==> src/rtl/ula_sequenciador.sv <==
// Accumulator command sequencer driving an external combinational 32-bit ALU:
// applies acc = acc OP operand for count+1 cycles and returns the result.
module ula_sequenciador #(
    parameter int unsigned WIDTH = 32,
    parameter int unsigned CNT_W = 8
) (
    input  logic             clk,
    input  logic             rst_n,
    input  logic             cmd_valid,
    output logic             cmd_ready,
    input  logic [2:0]       cmd_op,
    input  logic [WIDTH-1:0] cmd_operand,
    input  logic [CNT_W-1:0] cmd_count,
    input  logic             cmd_clear,
    input  logic             cmd_cin,
    output logic [WIDTH-1:0] alu_a,
    output logic [WIDTH-1:0] alu_b,
    output logic [2:0]       alu_op,
    output logic             alu_cin,
    output logic             alu_bin,
    input  logic [WIDTH-1:0] alu_result,
    input  logic             alu_cout,
    input  logic             alu_bout,
    output logic             rsp_valid,
    input  logic             rsp_ready,
    output logic [WIDTH-1:0] rsp_data,
    output logic             rsp_carry,
    output logic             rsp_borrow,
    output logic             rsp_zero,
    output logic             busy
);

    localparam logic [2:0] OP_ADD = 3'b000;
    localparam logic [2:0] OP_SUB = 3'b001;

    typedef enum logic [1:0] {
        ST_IDLE = 2'd0,
        ST_CLR  = 2'd1,
        ST_EXEC = 2'd2,
        ST_RESP = 2'd3
    } state_t;

    state_t           r_state;
    state_t           w_next;
    logic             w_accept;
    logic [WIDTH-1:0] r_acc;
    logic [WIDTH-1:0] r_operand;
    logic [2:0]       r_op;
    logic [CNT_W-1:0] r_remaining;
    logic             r_cin;
    logic             r_first;
    logic             r_carry;
    logic             r_borrow;

    always_ff @(posedge clk or negedge rst_n) begin
        if (!rst_n) begin
            r_state <= ST_IDLE;
        end else begin
            r_state <= w_next;
        end
    end

    always_comb begin
        w_next   = r_state;
        w_accept = 1'b0;
        case (r_state)
            ST_IDLE: begin
                if (cmd_valid) begin
                    w_accept = 1'b1;
                    w_next   = cmd_clear ? ST_CLR : ST_EXEC;
                end
            end
            ST_CLR:  w_next = ST_EXEC;
            ST_EXEC: begin
                if (r_remaining == '0) begin
                    w_next = ST_RESP;
                end
            end
            ST_RESP: begin
                if (rsp_ready) begin
                    w_next = ST_IDLE;
                end
            end
            default: w_next = ST_IDLE;
        endcase
    end

    // Command latch, accumulator update and iteration counting
    always_ff @(posedge clk or negedge rst_n) begin
        if (!rst_n) begin
            r_acc       <= '0;
            r_operand   <= '0;
            r_op        <= 3'b000;
            r_remaining <= '0;
            r_cin       <= 1'b0;
            r_first     <= 1'b0;
            r_carry     <= 1'b0;
            r_borrow    <= 1'b0;
        end else begin
            case (r_state)
                ST_IDLE: begin
                    if (w_accept) begin
                        r_op        <= cmd_op;
                        r_operand   <= cmd_operand;
                        r_remaining <= cmd_count;
                        r_cin       <= cmd_cin;
                        r_first     <= ~cmd_clear;
                    end
                end
                ST_CLR: begin
                    r_acc   <= '0;
                    r_first <= 1'b1;
                end
                ST_EXEC: begin
                    r_acc    <= alu_result;
                    r_carry  <= alu_cout;
                    r_borrow <= alu_bout;
                    r_first  <= 1'b0;
                    if (r_remaining != '0) begin
                        r_remaining <= r_remaining - CNT_W'(1);
                    end
                end
                default: ;
            endcase
        end
    end

    // Carry/borrow-in only reach the ALU on the first iteration of add/sub
    assign alu_a      = r_acc;
    assign alu_b      = r_operand;
    assign alu_op     = r_op;
    assign alu_cin    = r_cin & r_first & (r_op == OP_ADD);
    assign alu_bin    = r_cin & r_first & (r_op == OP_SUB);

    assign cmd_ready  = (r_state == ST_IDLE);
    assign busy       = (r_state != ST_IDLE);
    assign rsp_valid  = (r_state == ST_RESP);
    assign rsp_data   = r_acc;
    assign rsp_carry  = r_carry;
    assign rsp_borrow = r_borrow;
    assign rsp_zero   = (r_acc == '0);

endmodule

==> config.mk <==
export PLATFORM = sky130hd
export DESIGN_NAME = ula_sequenciador
export DESIGN_NICKNAME = d
export VERILOG_FILES = /design/src/rtl/ula_sequenciador.sv
export SDC_FILE = /design/constraint.sdc
export NUM_CORES = 1
export LEC_CHECK = 0
export BUFFER_PORTS_ARGS = -buffer_cell sky130_fd_sc_hd__buf_2
export CAP_MARGIN = 15
export CORE_ASPECT_RATIO = 0.9
export CORE_MARGIN = 3
export CORE_UTILIZATION = 35
export CTS_CLUSTER_DIAMETER = 60
export DETAILED_ROUTE_END_ITERATION = 16
export HOLD_SLACK_MARGIN = 0.08
export SLEW_MARGIN = 20
export SYNTH_ARGS = -nofsm -noshare
export SYNTH_HDL_FRONTEND = slang
export SYNTH_SLANG_ARGS = --single-unit
==> constraint.sdc <==
create_clock -name clk -period 2.91 [get_ports clk]
set_clock_uncertainty 0.05 [all_clocks]
set_input_delay 0.582 -clock clk [delete_from_list [all_inputs] [get_ports clk]]
set_output_delay 0.582 -clock clk [all_outputs]
set_load 0.02 [all_outputs]
==> run metrics, run 1 <==
slowest CP cell dfrtp_1; crit path max fanout 4; vias in the first global route 2862; Initial DRC Count 334; endpoints failing setup 0; type of the most critical hold path in2async; share of cells above drive strength 1 0.540; WP data arrival 1620 ps; Layout area overhead 32.2%; Max VDD drop 0.656 mV; setup TNS 0 ps; GPL Wtd Cong 0.779; DRT Pass-1 Iters 6; core area 9950 um2; Ports 190; Max clock buf depth 2; Die Wd 114 um; fin crit period 2250 ps; Final Max Tran Viols 0; wire length per cell 15.5 um; final net count 545; vias per cell 4.88; root buffer cell clkbuf_16; leading cell types by count after synthesis dfrtp_1, mux2_2, buf_4; # Post-CTS Setup Buffers 0; crit path launch type flop; # diodes 0; CTS sink cnt 81; Vias 2857; Synth cell types 40; Rel. slew slack 0.614; critical path endpoint category output pin; Syn Area/Cell 12.5 um2; Synth area leader dfrtp_1; worst path required time 2280 ps; status finished, final reports clean; register area share after synthesis 0.551; CP Class reg2out; Worst-Skew Late Latency 320 ps; most common cell in the netlist dfrtp_1; flops & latches, synth 81; hold_ws 174 ps; total CTS buffers 9; Netlist Area Pre-Place 3680 um2; Post-synth EDFFs 0; Power Density 1230 nW/um2; P_leak 2.55 nW; CTS tree done; number of routed nets with antenna violations 0; hpwl dp 6730 um; die area 11800 um2; Post-CTS Hold Fix Bufs 0; Die Y 103 um; cts repair resizes 0; Initial Util 0.370; first-pass GRT wire length 14400 um; f_max 0.444 GHz; Yosys top cell area share 0.551; Area contributors post-synth dfrtp_1, mux2_2, a22o_1, buf_4, ha_1; Tot Pwr 5.96 mW; DRC violations left 0; grt ovf 0; largest net degree at the start of global routing 44; WL final 9050 um; RSZ-0062 raised after global routing false; critical-path cell list nor4_1 -> nand4_1 -> nor2_1 -> buf_2; Post-Syn Instances 295; slowest stage delay, CP 430 ps; Total GRT Usage 0.154; CTS clock-pin slew for the worst setup and hold paths 60 ps; Final Cycle Share 0.775; Yosys warnings 0; final hold violation count 0; max-cap viol count 0; Slew @ Worst Pin 578 ps; final core utilization 0.488; Post-synth ARST share 1.00; H-tree levels 3; row count 34; syn_nets 386; PortBufs 189; antenna violations before repair 0; Main synth FF type dfrtp_1
[sequential cells by signal, indices dropped and copies added, names as in the netlist]
signal	flops
r_cin	1
alu_op	3
r_remaining	8
r_first	1
r_state	2
alu_a	32
alu_b	32
rsp_carry	1
rsp_borrow	1
[worst paths after layout]
| check | from | end | slack, ps | cells past startpoint |
|---|---|---|---|---|
| setup / recovery | alu_a[6]$_DFFE_PN0P_ | rsp_zero | 660 | 4 |
| hold / removal | rst_n | alu_b[11]$_DFFE_PN0P_ | 170 | 1 |
| setup reg to reg | r_state[0]$_DFFE_PN0P_ | r_remaining[5]$_DFFE_PN0P_ | 890 | 7 |
| hold reg to reg | alu_b[27]$_DFFE_PN0P_ | alu_b[27]$_DFFE_PN0P_ | 450 | 1 |
| max in group asynchronous | rst_n | alu_a[28]$_DFFE_PN0P_ | 2020 | 2 |
| min in group clk | alu_result[23] | alu_a[23]$_DFFE_PN0P_ | 420 | 2 |
[cell type report]
cell class	count	area [um2]
Clock inverter	5	80.1
Inverter	8	30.0
Multi-Input combinational cell	160	1320
Fill cell	930	5090
Sequential cell	81	2030
Timing Repair Buffer	194	1010
Clock buffer	11	233
Tap cell	126	158
[through the flow]
stage | worst slack, ps | cell area (um2) | std cells
final | 656 | 4860 | 585
after global routing | 580 | 4860 | 585
after CTS | 586 | 4860 | 585
after detailed placement | 764 | 4550 | 569
after global placement | 858 | 4550 | 569
after floorplan | 1010 | 3680 | 295
[cell families after synthesis]
group           Yosys count  synth area share
flops                    81             0.551
simple gates             56            0.0854
buf+inv                  54            0.0895
compound gates           51             0.111
mux                      45             0.136
fa+ha+maj                 8            0.0272
[cell usage in the layout (no fill, tap or decap), drive strengths merged, types with 3 or more instances in the layout]
cell	instances
mux2	39
nand3	3
nand2	9
clkbuf	11
nor3	5
nor2	11
inv	8
buf	194
mux2i	6
ha	8
o21ai	3
a21oi	5
dfrtp	81
nand2b	3
a22o	32
nor4	10
nor2b	4
[per-layer routing]
layer  global-route usage  routed length (um)  up-vias
met1                0.201                3870     1350
li1                     -                   -     1361
met2                0.240                4210      137
met3               0.0541                 841        9
met5                    0                   0        -
met4               0.0575                 132        0
[worst max-delay path, delay by kind of cell (launching register included)]
kind                   cells  cell delay, ps
DFF                        1             430
and+or+nand+nor            3             700
buffers and inverters      1             180
[where the power goes]
group	total, mW	switching, mW	leakage [nW]	internal (mW)
sequential	1.96	0.355	1.00	1.61
clock	1.19	0.440	0.146	0.751
combinational	2.81	1.65	1.40	1.16
total	5.96	2.44	2.55	3.52
Power figures use the tool's default switching activity.
==> inputs of run 2 (changes only) <==
==> constraint.sdc (replaced) <==
create_clock -name clk -period 2.1 [get_ports clk]
set_clock_uncertainty 0.05 [all_clocks]
set_input_delay 0.42 -clock clk [delete_from_list [all_inputs] [get_ports clk]]
set_output_delay 0.42 -clock clk [all_outputs]
set_load 0.02 [all_outputs]
==> run 2 against run 1 <==
Against the previous run:
- via count rose by 1.8%
- flip-flop and latch count unchanged
- register-to-register slack worse by 690 ps
- design area up 2.0%
- critical path depth unchanged
- final cell count up 0.68%
- non-clock buffer count up 6
- first-iteration DRC count shrank 65%
- critical endpoint unchanged
- largest power group unchanged
==> run metrics, run 2 (synthesized netlist as in run 1, its figures left out) <==
P_leak 2.60 nW (was 2.55 nW); CTS tree done (unchanged); crit path launch type flop (unchanged); Max clock buf depth 2 (unchanged); routed wl met2 4200 um (was 4210 um); WP data arrival 1540 ps (was 1620 ps); crit path max fanout 4 (unchanged); final core utilization 0.498 (was 0.488); commonest non-fill, non-tap cell in the layout buf_2 (unchanged); Setup Slack @ Placement 95.2 ps (was 764 ps); Total GRT Usage 0.153 (was 0.154); H-tree levels 3 (unchanged); PortBufs 189 (unchanged); Slew @ Worst Pin 461 ps (was 578 ps); number of routed nets with antenna violations 0 (unchanged); # diodes 0 (unchanged); vias in the first global route 2848 (was 2862); Max VDD drop 0.772 mV (was 0.656 mV); Worst-Skew Late Latency 330 ps (was 320 ps); reg2reg end r_remaining[2]$_DFFE_PN0P_ (was r_remaining[5]$_DFFE_PN0P_); GPL Wtd Cong 0.849 (was 0.779); Final Cycle Share 0.956; DRC violations left 0 (unchanged); Die Y 103 um (unchanged); Final Max Tran Viols 0 (unchanged); total CTS buffers 9 (unchanged); Initial DRC Count 116 (was 334); Tot Pwr 8.50 mW (was 5.96 mW); Post-Place Cells 572 (was 569); met3 wire length 947 um (was 841 um); CP Class reg2out (unchanged); fill count 922 (was 930); vias per cell 4.94 (was 4.88); CTS sink cnt 81 (unchanged); grt ovf 0 (unchanged); most frequent cells in the layout buf_2, dfrtp_1, mux2_2 (unchanged); r2r setup slk 200 ps (was 890 ps); final hold violation count 0 (unchanged); setup TNS 0 ps (unchanged); Rel. slew slack 0.693 (was 0.614); final net count 551 (was 545); share of cells above drive strength 1 0.553 (was 0.540); routed metal-1 wirelength 3840 um (was 3870 um); final non-filler cell total 589 (was 585); Vias 2908 (was 2857); WL final 9180 um (was 9050 um); hpwl dp 6800 um (was 6730 um); Worst R2R Start r_state[1]$_DFFE_PN0P_ (was r_state[0]$_DFFE_PN0P_); antenna violations before repair 0 (unchanged); die area 11800 um2 (unchanged); Ports 190 (unchanged); core area 9950 um2 (unchanged); Layout area overhead 34.8% (was 32.2%); CTS clock-pin slew for the worst setup and hold paths 50 ps (was 60 ps); RSZ-0062 raised after global routing false (unchanged); Worst Setup SP alu_a[5]$_DFFE_PN0P_ (was alu_a[6]$_DFFE_PN0P_); Die Wd 114 um (unchanged); endpoints failing setup 0 (unchanged); Initial Util 0.370 (unchanged); Worst Slack Setup Final 93.0 ps (was 656 ps); status finished, final reports clean (unchanged); row count 34 (unchanged); DRT Pass-1 Iters 4 (was 6); max-cap viol count 0 (unchanged); wire length per cell 15.6 um (was 15.5 um); Power Density 1710 nW/um2 (was 1230 nW/um2); first-pass GRT wire length 14100 um (was 14400 um); area of the multi-input gates 1350 um2 (was 1320 um2); fin crit period 2010 ps; root buffer cell clkbuf_16 (unchanged); f_max 0.498 GHz; type of the most critical hold path in2reg (was in2async); uppermost layer routed met4 (unchanged); depth of the worst register-to-register path 8 (was 7); critical path endpoint rsp_zero (unchanged); critical path endpoint category output pin (unchanged); largest net degree at the start of global routing 40 (was 44); register area 2030 um2 (about the same); worst path required time 1630 ps (was 2280 ps)
## run 2: area by class of cell
type	count	share of cell area
flip-flops and latches	81	0.409
multi-input cells	160	0.272
repair buffers	200	0.214
well taps	126	0.0318
clock buffers	11	0.0490
clock inverters	3	0.0182
inverters	8	0.00606
## run 2: metal layers
layer	vias to the layer above	GRT usage
met5	-	0
met4	0	0.0603
met3	17	0.0553
met2	162	0.248
met1	1361	0.190
li1	1368	-
## run 2: worst max-delay path, stage by stage (launching register included)
cell	delay [ps]
dfrtp_1	410
nor4_1	330
nand4_1	190
nor2_1	130
buf_4	150
## run 2: through the flow
| stage | hold slack, ps | instance area, um2 |
|---|---|---|
| after floorplan | 74.4 | 3680 |
| after global placement | 353 | 4570 |
| after detailed placement | 353 | 4570 |
| after CTS | 243 | 4920 |
| after global routing | 246 | 4960 |
| final | 259 | 4960 |
## run 2: power breakdown
| part | total, mW | internal [mW] | switching (mW) |
|---|---|---|---|
| sequential | 2.72 | 2.23 | 0.491 |
| clock | 1.75 | 1.18 | 0.565 |
| combinational | 4.03 | 1.67 | 2.35 |
| total | 8.50 | 5.08 | 3.41 |
## run 2: worst min-delay path by stage
| stage | from | end | cells past startpoint |
|---|---|---|---|
| after global placement | rst_n | alu_b[16]$_DFFE_PN0P_ | 1 |
| after floorplan | rst_n | alu_a[0]$_DFFE_PN0P_ | 0 |
| after detailed placement | rst_n | alu_b[16]$_DFFE_PN0P_ | 1 |
| final | alu_result[27] | alu_a[27]$_DFFE_PN0P_ | 2 |
| after CTS | alu_result[27] | alu_a[27]$_DFFE_PN0P_ | 2 |
| after global routing | alu_result[23] | alu_a[23]$_DFFE_PN0P_ | 2 |
## run 2: timing repair
action,in CTS,in global routing
hold buffers,1,0
endpoints found under the hold margin,32,0
buffers inserted,0,2
gates resized for setup,1,6
pin swaps,0,2
setup endpoints to repair,1,5
